--- config.mk ---
export PLATFORM = sky130hd
export DESIGN_NAME = booth_mult_seq
export DESIGN_NICKNAME = d
export VERILOG_FILES = /design/src/rtl/booth_mult_seq.sv
export SDC_FILE = /design/constraint.sdc
export NUM_CORES = 1
export LEC_CHECK = 0
export ABC_AREA = 1
export ABC_CLOCK_PERIOD_IN_PS = 3250
export CORE_MARGIN = 5
export CORE_UTILIZATION = 37
export CTS_CLUSTER_DIAMETER = 30
export CTS_CLUSTER_SIZE = 40
export DETAILED_ROUTE_END_ITERATION = 16
export PLACE_DENSITY = 0.57
export SYNTH_ARGS = -nofsm -noshare
export SYNTH_HDL_FRONTEND = slang
export SYNTH_SLANG_ARGS = --single-unit
--- constraint.sdc ---
create_clock -name i_clk -period 3.25 [get_ports i_clk]
set_input_delay 0.4875 -clock i_clk [delete_from_list [all_inputs] [get_ports i_clk]]
set_output_delay 0.4875 -clock i_clk [all_outputs]
set_load 0.05 [all_outputs]
--- src/rtl/booth_mult_seq.sv ---
// Purpose: iterative radix-4 modified-Booth multiplier, one Booth digit per clock, signed/unsigned per operation.
// Latency: o_valid rises N_DIG cycles after the accept edge; minimum issue interval is N_DIG+2 cycles.
// Backpressure: result is held stable in DONE until o_valid&i_ready; o_ready is high only in IDLE.
module booth_mult_seq #(
    parameter int WIDTH_DATA = 8
) (
    input  logic                      i_clk,
    input  logic                      i_rst_n,
    input  logic                      i_valid,
    output logic                      o_ready,
    input  logic                      i_signed,
    input  logic [WIDTH_DATA-1:0]     i_multiplicand,
    input  logic [WIDTH_DATA-1:0]     i_multiplier,
    input  logic                      i_abort,
    output logic                      o_valid,
    input  logic                      i_ready,
    output logic [2*WIDTH_DATA-1:0]   o_data,
    output logic                      o_busy
);

    // Number of radix-4 digits: one extra digit covers the extension bit,
    // so unsigned operands are handled exactly.
    localparam int N_DIG = WIDTH_DATA / 2 + 1;
    // Accumulator carries two guard bits above the product width.
    localparam int W_ACC = 2 * WIDTH_DATA + 2;
    // Recoded multiplier: extended operand plus the implicit b[-1] and top extension.
    localparam int W_B   = 2 * N_DIG + 1;
    // Partial product before placement: wide enough for +/-2A of an extended operand.
    localparam int W_PP  = WIDTH_DATA + 2;
    localparam int W_CNT = $clog2(N_DIG + 1);

    typedef enum logic [1:0] {
        IDLE = 2'd0,
        BUSY = 2'd1,
        DONE = 2'd2
    } state_t;

    state_t                 state;
    logic [W_PP-1:0]        a_reg;     // multiplicand, sign/zero-extended at accept
    logic [W_B-1:0]         b_reg;     // recoded multiplier, shifted down two bits per digit
    logic [W_CNT-1:0]       cnt;       // digit index j
    logic [W_ACC-1:0]       acc;

    logic [2:0]             trip;
    logic [W_PP-1:0]        pp_mag;
    logic                   pp_neg;
    logic [W_PP-1:0]        pp;
    logic [W_ACC-1:0]       pp_ext;
    logic [W_ACC-1:0]       pp_sh;
    logic [W_ACC-1:0]       acc_nxt;
    logic [W_CNT:0]         shamt;

    logic                   a_ext;
    logic                   b_ext;

    // Extension bit for the incoming operands: sign bit in signed mode, zero otherwise.
    // The mode is captured implicitly through these extensions.
    always_comb begin
        a_ext = i_signed & i_multiplicand[WIDTH_DATA-1];
        b_ext = i_signed & i_multiplier[WIDTH_DATA-1];
    end

    // Booth digit selection and partial product for the current digit, placed at 2j.
    always_comb begin
        trip   = b_reg[2:0];
        pp_mag = '0;
        pp_neg = 1'b0;
        case (trip)
            3'b001, 3'b010: pp_mag = a_reg;
            3'b011:         pp_mag = a_reg << 1;
            3'b100: begin
                pp_mag = a_reg << 1;
                pp_neg = 1'b1;
            end
            3'b101, 3'b110: begin
                pp_mag = a_reg;
                pp_neg = 1'b1;
            end
            default:        pp_mag = '0;
        endcase
        pp      = pp_neg ? (~pp_mag + 1'b1) : pp_mag;
        pp_ext  = {{(W_ACC - W_PP){pp[W_PP-1]}}, pp};
        shamt   = {cnt, 1'b0};
        pp_sh   = pp_ext << shamt;
        acc_nxt = acc + pp_sh;
    end

    // Control FSM with registered handshake outputs and datapath registers.
    always_ff @(posedge i_clk or negedge i_rst_n) begin
        if (!i_rst_n) begin
            state   <= IDLE;
            a_reg   <= '0;
            b_reg   <= '0;
            cnt     <= '0;
            acc     <= '0;
            o_data  <= '0;
            o_valid <= 1'b0;
            o_ready <= 1'b1;
            o_busy  <= 1'b0;
        end else begin
            case (state)
                IDLE: begin
                    // i_abort is ignored here: an accept with abort still proceeds.
                    if (i_valid) begin
                        a_reg   <= {{2{a_ext}}, i_multiplicand};
                        b_reg   <= {b_ext, b_ext, i_multiplier, 1'b0};
                        acc     <= '0;
                        cnt     <= '0;
                        state   <= BUSY;
                        o_ready <= 1'b0;
                        o_busy  <= 1'b1;
                    end
                end
                BUSY: begin
                    if (i_abort) begin
                        // Cancel: previous o_data is deliberately kept.
                        state   <= IDLE;
                        o_ready <= 1'b1;
                        o_busy  <= 1'b0;
                    end else begin
                        acc   <= acc_nxt;
                        b_reg <= b_reg >> 2;
                        cnt   <= cnt + 1'b1;
                        if (cnt == W_CNT'(N_DIG - 1)) begin
                            o_data  <= acc_nxt[2*WIDTH_DATA-1:0];
                            o_valid <= 1'b1;
                            o_busy  <= 1'b0;
                            state   <= DONE;
                        end
                    end
                end
                DONE: begin
                    // Result is never dropped; o_ready returns only after the handshake.
                    if (i_ready) begin
                        o_valid <= 1'b0;
                        o_ready <= 1'b1;
                        state   <= IDLE;
                    end
                end
                default: begin
                    state   <= IDLE;
                    o_valid <= 1'b0;
                    o_ready <= 1'b1;
                    o_busy  <= 1'b0;
                end
            endcase
        end
    end

endmodule
# Word-level counts from Yosys, hierarchy flattened
# Index checks and enable logic that the tools add are counted.
# word_totals
register_bits,62
wordCells,75
# classes
addsub,3
n_eq_ne,15
n_shift,1
muxes,29
n_bitwise,6
n_reduce_logical,12
# ops
operator,count
$mux 18,2
$pmux 18 s2,1
$mux 11,2
$pmux 11 s2,1
$pmux 10 s2,1
$add 18x18->18,1
$shl 18x4->18,1
$reduce_and 3->1,5
$eq 3x3->1 const B,4
$add 10x1->10 const B,1
$mux 1,10
$mux 10,1
$ne 2x2->1 const B,5
$not 10->10,1
$pmux 1 s3,3
$mux 2,4
$eq 3x2->1 const B,2
$mux 3,2
$pmux 2 s3,1
$pmux 3 s2,1
$reduce_and 4->1,1
$reduce_or 4->1,1
$add 3x1->3 const B,1
$eq 3x1->1 const B,1
other kinds (10),13

# Longest topological paths before layout
# Gate-level depths: netlist of run 1.
# depth
word_depth,10
depth_mapped,30

# Worst setup path before layout of run 1
# No wires, ideal clock.
# synth_timing
path_kind,register to register
start,register b_reg[0]
end,register o_data[15]
t_arrival_ns,3.417
slack_ns,-0.284
stages_incl_launch_ff,30
n_path_buf,0
path_cell_list,dfrtp_1 nand2_2 clkinv_2 nor2_4 nand2_1 nand2_1 inv_1 ha_1 nand3_1 o21ai_0 xor2_1 inv_1 nand2_1 o21ai_0 o21ai_0 nor2_1 ha_1 inv_1 nor3_1 nand2_1 o211ai_1 nand2_1 nand2_1 a21oi_1 o21ai_1 a21oi_1 inv_1 nand3_1 nand3_1 nand2_1
# synth_via
elab_chain_len,8
elab_cells_between_ends,16
cone_classes,2 x add/sub; 6 x eq/ne; 1 x shift; 3 x mux; 1 x bitwise; 3 x reduce/logical
# synth_lines
item,line_no,source
from (decl),40,logic [W_B-1:0] b_reg;
from (signal assigned),106,"b_reg <= {b_ext, b_ext, i_multiplier, 1'b0};"
from (signal assigned),122,b_reg <= b_reg >> 2;
$eq 3x3->1 (tied with other cells),68,case (trip)
$reduce_or 4->1 (no source line) or $reduce_or 2->1 (tied branches),-,
$pmux 10 s2,68,
$not 10->10,81,pp = pp_neg ? (~pp_mag + 1'b1) : pp_mag;
$add 10x1->10,81,
$mux 10 *,81,
$shl 18x4->18 *,84,pp_sh = pp_ext << shamt;
$add 18x18->18 *,85,acc_nxt = acc + pp_sh;
to (signal assigned),125,o_data <= acc_nxt[2*WIDTH_DATA-1:0];
to (decl),17,"output logic [2*WIDTH_DATA-1:0] o_data,"
# Every way passes the cells marked *; elsewhere a longest branch is shown, timed or not.
# A chain may end at the register's enable or synchronous reset.

# Worst setup path after layout of run 1
# layout_timing
start,register b_reg[1]
end,register o_data[12]
# Same word-level chain as after synthesis.

==> results.md, run 1 <==
* Pre-CTS setup slack at -479.2 ps
* Multi-input gate area at 0.002225 sq mm
* Non-filler cells, final at 760
* Pin count of the biggest net entering global routing at 38
* Critical path's top delay family: simple AND/OR/NAND/NOR gates
* Worst Tran Pin Value at 546.9 ps
* Yosys warns at 0
* Critical Path Max Stage Delay at 470 ps
* Syn Area/Cell at 7.376 sq um
* Synth Net Count at 547
* Row cnt at 36
* Die footprint at 0.01220 sq mm
* Final Hold Vio Count at 0
* HPWL Detailed at 7350 microns
* Failing checks: setup timing
* Post-synth EDFFs at 0
* Grt ovf at 0
* Data required time of the worst path at 3520 ps
* Via count at 3677
* Max Clk Rate at 259.0 MHz
* Placed cell count at 725
* Buffers and inverters on the worst path at 4
* Area Overhead vs Synth at 40.60%
* Critical Path Slowest Stage Cell: dfrtp_2
* Status: finished, violations left
* Clock root cell: clkbuf_8
* Post-Syn Area at 0.003732 sq mm
* Slew Viols, Final at 0
* Worst R2R Setup Slack at -610 ps
* Worst Setup Start Kind: register
* Top cell type's share of synthesized area at 0.3889
* Most frequent cells after synthesis: nand2_1, dfrtp_1, inv_1
* Num CTS Buffers at 9
* FF-to-FF Start: b_reg[1]$_DFFE_PN0P_
* Crit path kind: reg -> reg
* Initial antenna violation count at 0
* Relative slew slack at 0.6354
* Drt first pass iters at 4
* Setup-failing EPs final at 18
* Critical path fanouts, max at 4
* Worst Hold Class: in -> async
* Setup WS post-layout at -610.7 ps
* Share of cells above drive strength 1 at 0.2727
* Reg clk slew, reported paths at 80 ps
* Initial DRC Count at 153
* Clock Skew at 16.16 ps
* CTS tree: built
* Final Critical Period at 3861 ps
* Register Area at 0.001480 sq mm
* Arrival @ worst endpoint at 4130 ps
* Worst setup EP type: register
* H-tree levels at 3
* WHS at 117.2 ps
* DRC viols at 0
* # diodes at 0
* First-pass GRT wire length at 17380 microns
* Chip Width at 110.4 microns
* Layout Nets at 663
* Fin Setup TNS at -7105 ps
* Fin crit share at 1.188
* Per-cell routed wire length at 13.54 microns
* Total GRT Usage at 0.1704
* Worst R2R End: o_data[12]$_DFFE_PN0P_
* Yosys cell types at 38
* Post-DRT Antenna Nets at 0
* Height of the die at 110.4 microns
* Num ports at 41
* Core area at 0.009819 sq mm
* Fill count at 992
* Vias in the first global route at 3681
* Vias/cell at 4.838
* Sequential fraction of the synthesis area at 0.3959
* Port Buffers at 40
* RePlAce Congestion at 0.8806
* Clock net sink count at 59
* Max Cap Violations at 0
* Synth async-reset ratio at 1.000
* Worst skew pair latency at 350 ps
* RSZ-0062 raised after global routing: true
* Synth Instances at 506
* Top cells by area, synth: dfrtp_1, nand2_1, o21ai_0
* Top_reg_cell synth: dfrtp_1
* Clock buffer depth at 2
* Initial Util at 0.3801
* Routed Wire Length at 10290 microns
* CP Depth at 28
* Worst R2R Path Depth at 28
* Most numerous cell in the Yosys netlist: nand2_1
* Top cell type by total area after synthesis: dfrtp_1
* Synthesized flop and latch total at 59
logic make-up (layout without fill, tap and decap cells):
family                     after synthesis  count (layout)  synth area share
adders and majority gates               19              19           0.06571
AOI/OAI and AO/OA                      110             110            0.1646
muxes                                    1               1          0.002682
xor gates and xnor gates                10              10           0.02347
DFF                                     59              59            0.3959
buffers and inverters                   69             190           0.07140
and+or+nand+nor                        238             238            0.2762
layout make-up:
cell class,instances,area share
Clock buffer,9,0.02361
Timing Repair Buffer,118,0.1876
Tap cell,133,0.03171
Multi-Input combinational cell,378,0.4239
Inverter,56,0.04101
Sequential cell,59,0.2821
Clock inverter,7,0.01001
what timing repair did:
item / 4_1_cts / 5_1_grt
buffers inserted: 9 / 10
hold buffers: 0 / 0
pin swaps: 13 / 39
cloned: 0 / 0
gates resized for setup: 13 / 40
setup endpoints to repair: 17 / 23
cells in the final DEF, fill, tap and decap left out, types with 3 or more instances in the layout:
cell / count
nand2_1: 146
buf_4: 77
dfrtp_1: 56
inv_1: 46
clkdlybuf4s50_1: 39
o21ai_0: 31
nand3_1: 25
nor2_1: 23
o21ai_1: 21
a21oi_1: 16
ha_1: 15
nand2_2: 14
a21oi_2: 10
o21ai_2: 9
clkbuf_8: 9
nand3_2: 8
inv_2: 6
a22oi_1: 6
xor2_1: 5
nor2_4: 4
o22ai_1: 4
o211ai_1: 4
clkinv_1: 3
nand2_4: 3
clkinv_4: 3
nor2_2: 3
xnor2_1: 3
nor3_1: 3
ha_4: 3
worst max-delay path by stage:
| stage | start | to | slack (ps) |
|---|---|---|---|
| finish | b_reg[1]$_DFFE_PN0P_ | o_data[12]$_DFFE_PN0P_ | -610 |
| global route | b_reg[1]$_DFFE_PN0P_ | o_data[12]$_DFFE_PN0P_ | -870 |
| CTS | b_reg[0]$_DFFE_PN0P_ | o_data[14]$_DFFE_PN0P_ | -440 |
| detailed placement | b_reg[1]$_DFFE_PN0P_ | acc[13]$_DFFE_PN0P_ | -480 |
| global placement | b_reg[1]$_DFFE_PN0P_ | o_data[13]$_DFFE_PN0P_ | -380 |
| floorplan | b_reg[1]$_DFFE_PN0P_ | o_data[15]$_DFFE_PN0P_ | -140 |
per-layer routing:
layer  track usage  routed length (microns)  part of all wire  vias up
met5             0                        0                 0        -
met4       0.04844                      132             0.013        0
met1        0.2206                     4698              0.46     1700
met2        0.2856                     4993              0.49       67
met3       0.03775                      470             0.046       11
li1              -                        -                 -     1899
through the flow:
| step | utilization | area [sq um] |
|---|---|---|
| floorplan | - | 3776 |
| global placement | 0.4813 | 4726 |
| detailed placement | 0.4813 | 4726 |
| CTS | 0.5098 | 5006 |
| global route | 0.5344 | 5248 |
| finish | 0.5344 | 5248 |
Power of run 1 is left out: the tool's default activity adds up to more than one toggle a clock period on the data nets, which glitch-free logic cannot reach.
==> run 2: changes to the inputs <==
--- a/config.mk
+++ b/config.mk
@@ -7,6 +7,7 @@
 export LEC_CHECK = 0
 export ABC_AREA = 1
 export ABC_CLOCK_PERIOD_IN_PS = 3250
+export CORE_ASPECT_RATIO = 0.9
 export CORE_MARGIN = 5
 export CORE_UTILIZATION = 37
 export CTS_CLUSTER_DIAMETER = 30
==> run 2 against run 1 <==
  * The run still ends with setup timing left
  * Count of clock-buffer cells in the layout grew 3
  * Worst setup slack better by 180 ps
  * Register-to-register slack improved by 180 ps
  * Utilization is 2.1 points higher
  * Sequential share of layout area is 0.98 points lower
  * Routed wire length is 1.7% higher
  * Die area about the same
  * Via count is 0.52% higher
  * Non-clock buffer count up 7
  * Fmax grew 4.8%
  * Highest routed layer unchanged
==> results.md, run 2 (synthesis results as in run 1) <==
* Non-filler cells, final at 760 (unchanged)
* Vias/cell at 4.863 (+0.52%)
* Initial DRC Count at 172 (+12%)
* Critical path's top delay family: simple AND/OR/NAND/NOR gates
* Status: finished, violations left
* Vias in the first global route at 3615 (-1.8%)
* Setup WS post-layout at -432.3 ps (+178.5 ps)
* Clock net sink count at 59 (unchanged)
* Crit path kind: reg -> reg
* DRC viols at 0 (unchanged)
* Drt first pass iters at 4 (unchanged)
* First-pass GRT wire length at 17590 microns (+1.2%)
* Placed cell area at 0.004760 sq mm (+0.71%)
* CTS tree: built
* Layout Nets at 670 (+1.1%)
* Most frequent cells in the layout: nand2_1, buf_4, dfrtp_1, inv_1, clkdlybuf4s50_1
* Max Cap Violations at 0 (unchanged)
* Critical Path Slowest Stage Cell: dfrtp_1
* Failing checks: setup timing
* Worst skew pair latency at 330 ps (-20 ps)
* Arrival @ worst endpoint at 3930 ps (-200 ps)
* Clock buffer depth at 2 (unchanged)
* Worst Hold Class: in -> async
* # diodes at 0 (unchanged)
* Pin count of the biggest net entering global routing at 32 (-16%)
* Via count at 3696 (+0.52%)
* Critical Path Max Stage Delay at 420 ps (-50 ps)
* FF-to-FF Start: b_reg[1]$_DFFE_PN0P_
* Relative slew slack at 0.5304 (-0.1050)
* Total GRT Usage at 0.1789 (+0.008492)
* Height of the die at 105.3 microns (-4.7%)
* WHS at 207.2 ps (+89.99 ps)
* Worst R2R Path Depth at 27 (-3.6%)
* Routed Wire Length at 10470 microns (+1.7%)
* Placed cell count at 722 (-0.41%)
* Num CTS Buffers at 9 (unchanged)
* Final std cell area, no fill at 0.005433 sq mm (+3.5%)
* Port Buffers at 40 (unchanged)
* Worst setup EP type: register
* Post-DRT Antenna Nets at 0 (unchanged)
* Share of cells above drive strength 1 at 0.2697 (-0.003011)
* Setup-failing EPs final at 19 (+1)
* Most common cell after layout, fill and taps aside: nand2_1
* Slew Viols, Final at 0 (unchanged)
* CP Depth at 27 (-3.6%)
* CP endpoint: o_data[11]$_DFFE_PN0P_
* Data required time of the worst path at 3500 ps (-20 ps)
* Hold buffer count at cts at 0 (unchanged)
* Worst R2R Setup Slack at -430 ps (+180 ps)
* Row cnt at 34 (-5.6%)
* RePlAce Congestion at 0.8614 (-2.2%)
* RSZ-0062 raised after global routing: true
* Critical path origin: b_reg[1]$_DFFE_PN0P_
* Clock root cell: clkbuf_16
* Cell mode on critical path: nand2_1
* Fin crit share at 1.133 (-0.05491)
* Critical path fanouts, max at 4 (unchanged)
* HPWL Detailed at 7531 microns (+2.5%)
* Buffers and inverters on the worst path at 2 (-2)
* Clock Skew at 6.797 ps (-9.361 ps)
* Worst Setup Start Kind: register
* Area Overhead vs Synth at 45.56%
* Worst R2R End: o_data[11]$_DFFE_PN0P_
* Num ports at 41 (unchanged)
* Die footprint at 0.01220 sq mm (about the same)
* Fin Setup TNS at -5937 ps (+1168 ps)
* Initial Util at 0.3815 (+0.001361)
* Final Hold Vio Count at 0 (unchanged)
* Per-cell routed wire length at 13.78 microns (+1.7%)
* Core area at 0.009784 sq mm (-0.36%)
* Initial antenna violation count at 0 (unchanged)
* Max Clk Rate at 271.6 MHz (+4.8%)
* Chip Width at 115.9 microns (+4.9%)
* H-tree levels at 3 (unchanged)
* Grt ovf at 0 (unchanged)
* Reg clk slew, reported paths at 50 ps (-30 ps)
* Worst Tran Pin Value at 704.4 ps (+157.5 ps)
* Final Critical Period at 3682 ps (-178.5 ps)
run 2: timing repair:
| action | 4_1_cts | 5_1_grt |
|---|---|---|
| pin swaps | 11 | 24 |
| setup buffers | 11 | 11 |
| resized for setup | 4 | 47 |
| gates cloned | 0 | 0 |
| setup endpoints to repair | 16 | 22 |
run 2: how the worst min path moves through the flow:
stage,from,end,depth (start not counted)
after global placement,o_data[2]$_DFFE_PN0P_,o_data[2]$_DFFE_PN0P_,2
after detailed placement,o_data[0]$_DFFE_PN0P_,o_data[0]$_DFFE_PN0P_,2
after global routing,i_rst_n,b_reg[5]$_DFFE_PN0P_,1
after floorplan,i_rst_n,a_reg[0]$_DFFE_PN0P_,0
final,i_rst_n,b_reg[3]$_DFFE_PN0P_,1
after CTS,i_rst_n,b_reg[3]$_DFFE_PN0P_,1
run 2: stage by stage:
| stage | setup slack [ps] | utilization |
|---|---|---|
| finish | -432.3 | 0.5552 |
| global route | -795.6 | 0.5552 |
| CTS | -320.1 | 0.5297 |
| detailed placement | -407.4 | 0.4864 |
| global placement | -280.8 | 0.4864 |
| floorplan | -140.3 | - |
run 2: layer usage:
layer | global-route usage | part of all wire | vias to the layer above
met4 | 0.03977 | 0.015 | 0
met2 | 0.2798 | 0.47 | 56
met5 | 0 | 0 | -
met3 | 0.04298 | 0.034 | 12
li1 | - | - | 1910
met1 | 0.2517 | 0.49 | 1718
run 2: cell type report:
cell class              count  area, sq um
flip-flops and latches     59         1479
multi-input cells         378         2202
clock inverters             4        72.57
inverters                  56        215.2
well taps                 126        157.7
clock buffers              12        256.5
repair buffers            125         1050
fillers                   904         4352
Power of run 2 is left out for the same reason.
==> run 3: changes to the inputs <==
--- a/config.mk
+++ b/config.mk
@@ -9,11 +9,11 @@
 export ABC_CLOCK_PERIOD_IN_PS = 3250
 export CORE_ASPECT_RATIO = 0.9
 export CORE_MARGIN = 5
-export CORE_UTILIZATION = 37
+export CORE_UTILIZATION = 25
 export CTS_CLUSTER_DIAMETER = 30
 export CTS_CLUSTER_SIZE = 40
 export DETAILED_ROUTE_END_ITERATION = 16
-export PLACE_DENSITY = 0.57
+export PLACE_DENSITY = 0.42
 export SYNTH_ARGS = -nofsm -noshare
 export SYNTH_HDL_FRONTEND = slang
 export SYNTH_SLANG_ARGS = --single-unit
==> run 3 against run 2 <==
  * Utilization fell by 17 points
  * Non-clock buffer count fell by 1
  * Fmax rose by 1.8%
  * Via count fell by 1.2%
  * The flow still finishes with violations (setup timing)
  * Register-to-register slack improved by 60 ps
  * Critical endpoint is now o_data[9]$_DFFE_PN0P_
  * Count of clock-buffer cells in the layout rose by 1
  * Critical path type unchanged
  * Global-route usage fell by 5.2 points
  * Hold slack improved by 18 ps
  * Final cell count rose by 9.2%
  * Flip-flop and latch count did not move
  * Sequential share of layout area fell by 0.79 points
  * Clock skew rose by 0.90 ps
  * Largest cell class unchanged
==> results.md, run 3 (synthesis results as in run 1) <==
* Via count at 3650 (-1.2%)
* Most frequent cells in the layout: nand2_1, buf_4, dfrtp_1, inv_1, clkdlybuf4s50_1
* Pin count of the biggest net entering global routing at 32 (unchanged)
* Worst R2R End: o_data[9]$_DFFE_PN0P_
* Critical path fanouts, max at 4 (unchanged)
* Setup-failing EPs final at 16 (-3)
* Drt first pass iters at 4 (unchanged)
* Total GRT Usage at 0.1273 (-0.05164)
* Reg clk slew, reported paths at 50 ps (about the same)
* Vias/cell at 4.398 (-9.6%)
* Num ports at 41 (unchanged)
* Core area at 0.01466 sq mm (+50%)
* Initial Util at 0.2546 (-0.1269)
* Cell mode on critical path: nand2_2
* Layout Nets at 669 (-0.15%)
* CP endpoint: o_data[9]$_DFFE_PN0P_
* Arrival @ worst endpoint at 3830 ps (-100 ps)
* Area Overhead vs Synth at 50.05%
* Critical Path Slowest Stage Cell: dfrtp_2
* Per-cell routed wire length at 13.17 microns (-4.4%)
* Slew Viols, Final at 0 (unchanged)
* Clock net sink count at 59 (unchanged)
* Fin crit share at 1.113 (-0.01971)
* Setup WS post-layout at -368.2 ps (+64.07 ps)
* # diodes at 0 (unchanged)
* Critical path's top delay family: simple AND/OR/NAND/NOR gates
* FF-to-FF Start: b_reg[1]$_DFFE_PN0P_
* Final Critical Period at 3618 ps (-64.07 ps)
* CP Depth at 27 (unchanged)
* Chip Width at 138.8 microns (+20%)
* Crit path kind: reg -> reg
* Most common cell after layout, fill and taps aside: nand2_1
* Worst R2R Path Depth at 27 (unchanged)
* Worst R2R Setup Slack at -370 ps (+60 ps)
* Vias in the first global route at 3686 (+2.0%)
* Worst Hold Class: in -> async
* Post-DRT Antenna Nets at 0 (unchanged)
* Row cnt at 42 (+24%)
* Failing checks: setup timing
* Grt ovf at 0 (unchanged)
* Port Buffers at 40 (unchanged)
* Max Cap Violations at 0 (unchanged)
* Status: finished, violations left
* Critical path origin: b_reg[1]$_DFFE_PN0P_
* RePlAce Congestion at 0.8448 (-1.9%)
* CTS tree: built
* HPWL Detailed at 8081 microns (+7.3%)
* Routed Wire Length at 10930 microns (+4.4%)
* RSZ-0062 raised after global routing: true
* Initial DRC Count at 119 (-31%)
* Initial antenna violation count at 0 (unchanged)
* Worst Setup Start Kind: register
* Final Hold Vio Count at 0 (unchanged)
* Clock Skew at 7.700 ps (+0.9035 ps)
* Worst skew pair latency at 330 ps (about the same)
* Data required time of the worst path at 3460 ps (-40 ps)
* Clock buffer depth at 2 (unchanged)
* Max Clk Rate at 276.4 MHz (+1.8%)
* Share of cells above drive strength 1 at 0.3006 (+0.03092)
* Die footprint at 0.01748 sq mm (+43%)
* Worst setup EP type: register
* Clock root cell: clkbuf_16
* Pre-CTS setup slack at -504.5 ps (-97.04 ps)
* Buffers and inverters on the worst path at 4 (+2)
* DRC viols at 0 (unchanged)
* First-pass GRT wire length at 18040 microns (+2.5%)
* Relative slew slack at 0.5030 (-0.02738)
* Height of the die at 125.9 microns (+20%)
* Worst Tran Pin Value at 745.5 ps (+41.07 ps)
* H-tree levels at 3 (unchanged)
* Critical Path Max Stage Delay at 430 ps (about the same)
* Num CTS Buffers at 9 (unchanged)
run 3: cell count changes in the layout (fill, tap and decap cells not counted), moves of 2 or more:
cell,delta
o21ai_0,-2
o21ai_2,+5
nor2_4,+3
buf_6,+4
o21ai_1,-4
nand3_2,+2
buf_4,-5
nor2_1,-4
nand2_1,-7
nand2_2,+6
run 3: repair_timing:
item | 4_1_cts | 5_1_grt
hold buffers | 0 | 0
setup buffers | 11 | 10
endpoints found under the setup margin | 22 | 22
gates cloned | 0 | 0
pin swaps | 22 | 52
gates resized for setup | 22 | 61
run 3: how the worst min path moves through the flow:
| stage | start | endpoint | slack (ps) | depth (start not counted) |
|---|---|---|---|---|
| 5_1_grt | i_rst_n | o_data[0]$_DFFE_PN0P_ | 290 | 1 |
| 3_5_place_dp | b_reg[4]$_DFFE_PN0P_ | b_reg[4]$_DFFE_PN0P_ | 470 | 2 |
| 6_report | i_rst_n | o_data[0]$_DFFE_PN0P_ | 230 | 1 |
| 2_1_floorplan | i_rst_n | a_reg[0]$_DFFE_PN0P_ | 190 | 0 |
| 3_3_place_gp | o_data[2]$_DFFE_PN0P_ | o_data[2]$_DFFE_PN0P_ | 460 | 2 |
| 4_1_cts | i_rst_n | o_data[7]$_DFFE_PN0P_ | 250 | 1 |
run 3: layout make-up:
type                            instances  area (sq um)
Fill cell                            1512          9061
Clock inverter                          2         35.03
Tap cell                              198         247.7
Sequential cell                        59          1480
Inverter                               56         215.2
Clock buffer                           13         260.3
Timing Repair Buffer                  124          1057
Multi-Input combinational cell        378          2305
run 3: metrics by stage:
step	cells	util	setup TNS [ps]	hold WS (ps)	area, sq um
4_1_cts	821	0.3620	-3930	254.8	5308
2_1_floorplan	506	-	-785.0	191.9	3776
6_report	830	0.3820	-4159	225.4	5600
3_3_place_gp	795	0.3313	-4035	460.5	4857
5_1_grt	830	0.3820	-10230	288.0	5600
3_5_place_dp	795	0.3313	-5785	470.5	4857
run 3: per-layer routing:
| metal | vias up | track usage | part of all wire |
|---|---|---|---|
| met5 | - | 0 | 0 |
| met4 | 0 | 0.03165 | 0.0089 |
| met3 | 8 | 0.03791 | 0.040 |
| met2 | 58 | 0.2014 | 0.45 |
| met1 | 1684 | 0.1715 | 0.50 |
| li1 | 1900 | - | - |
Power of run 3 is left out for the same reason.
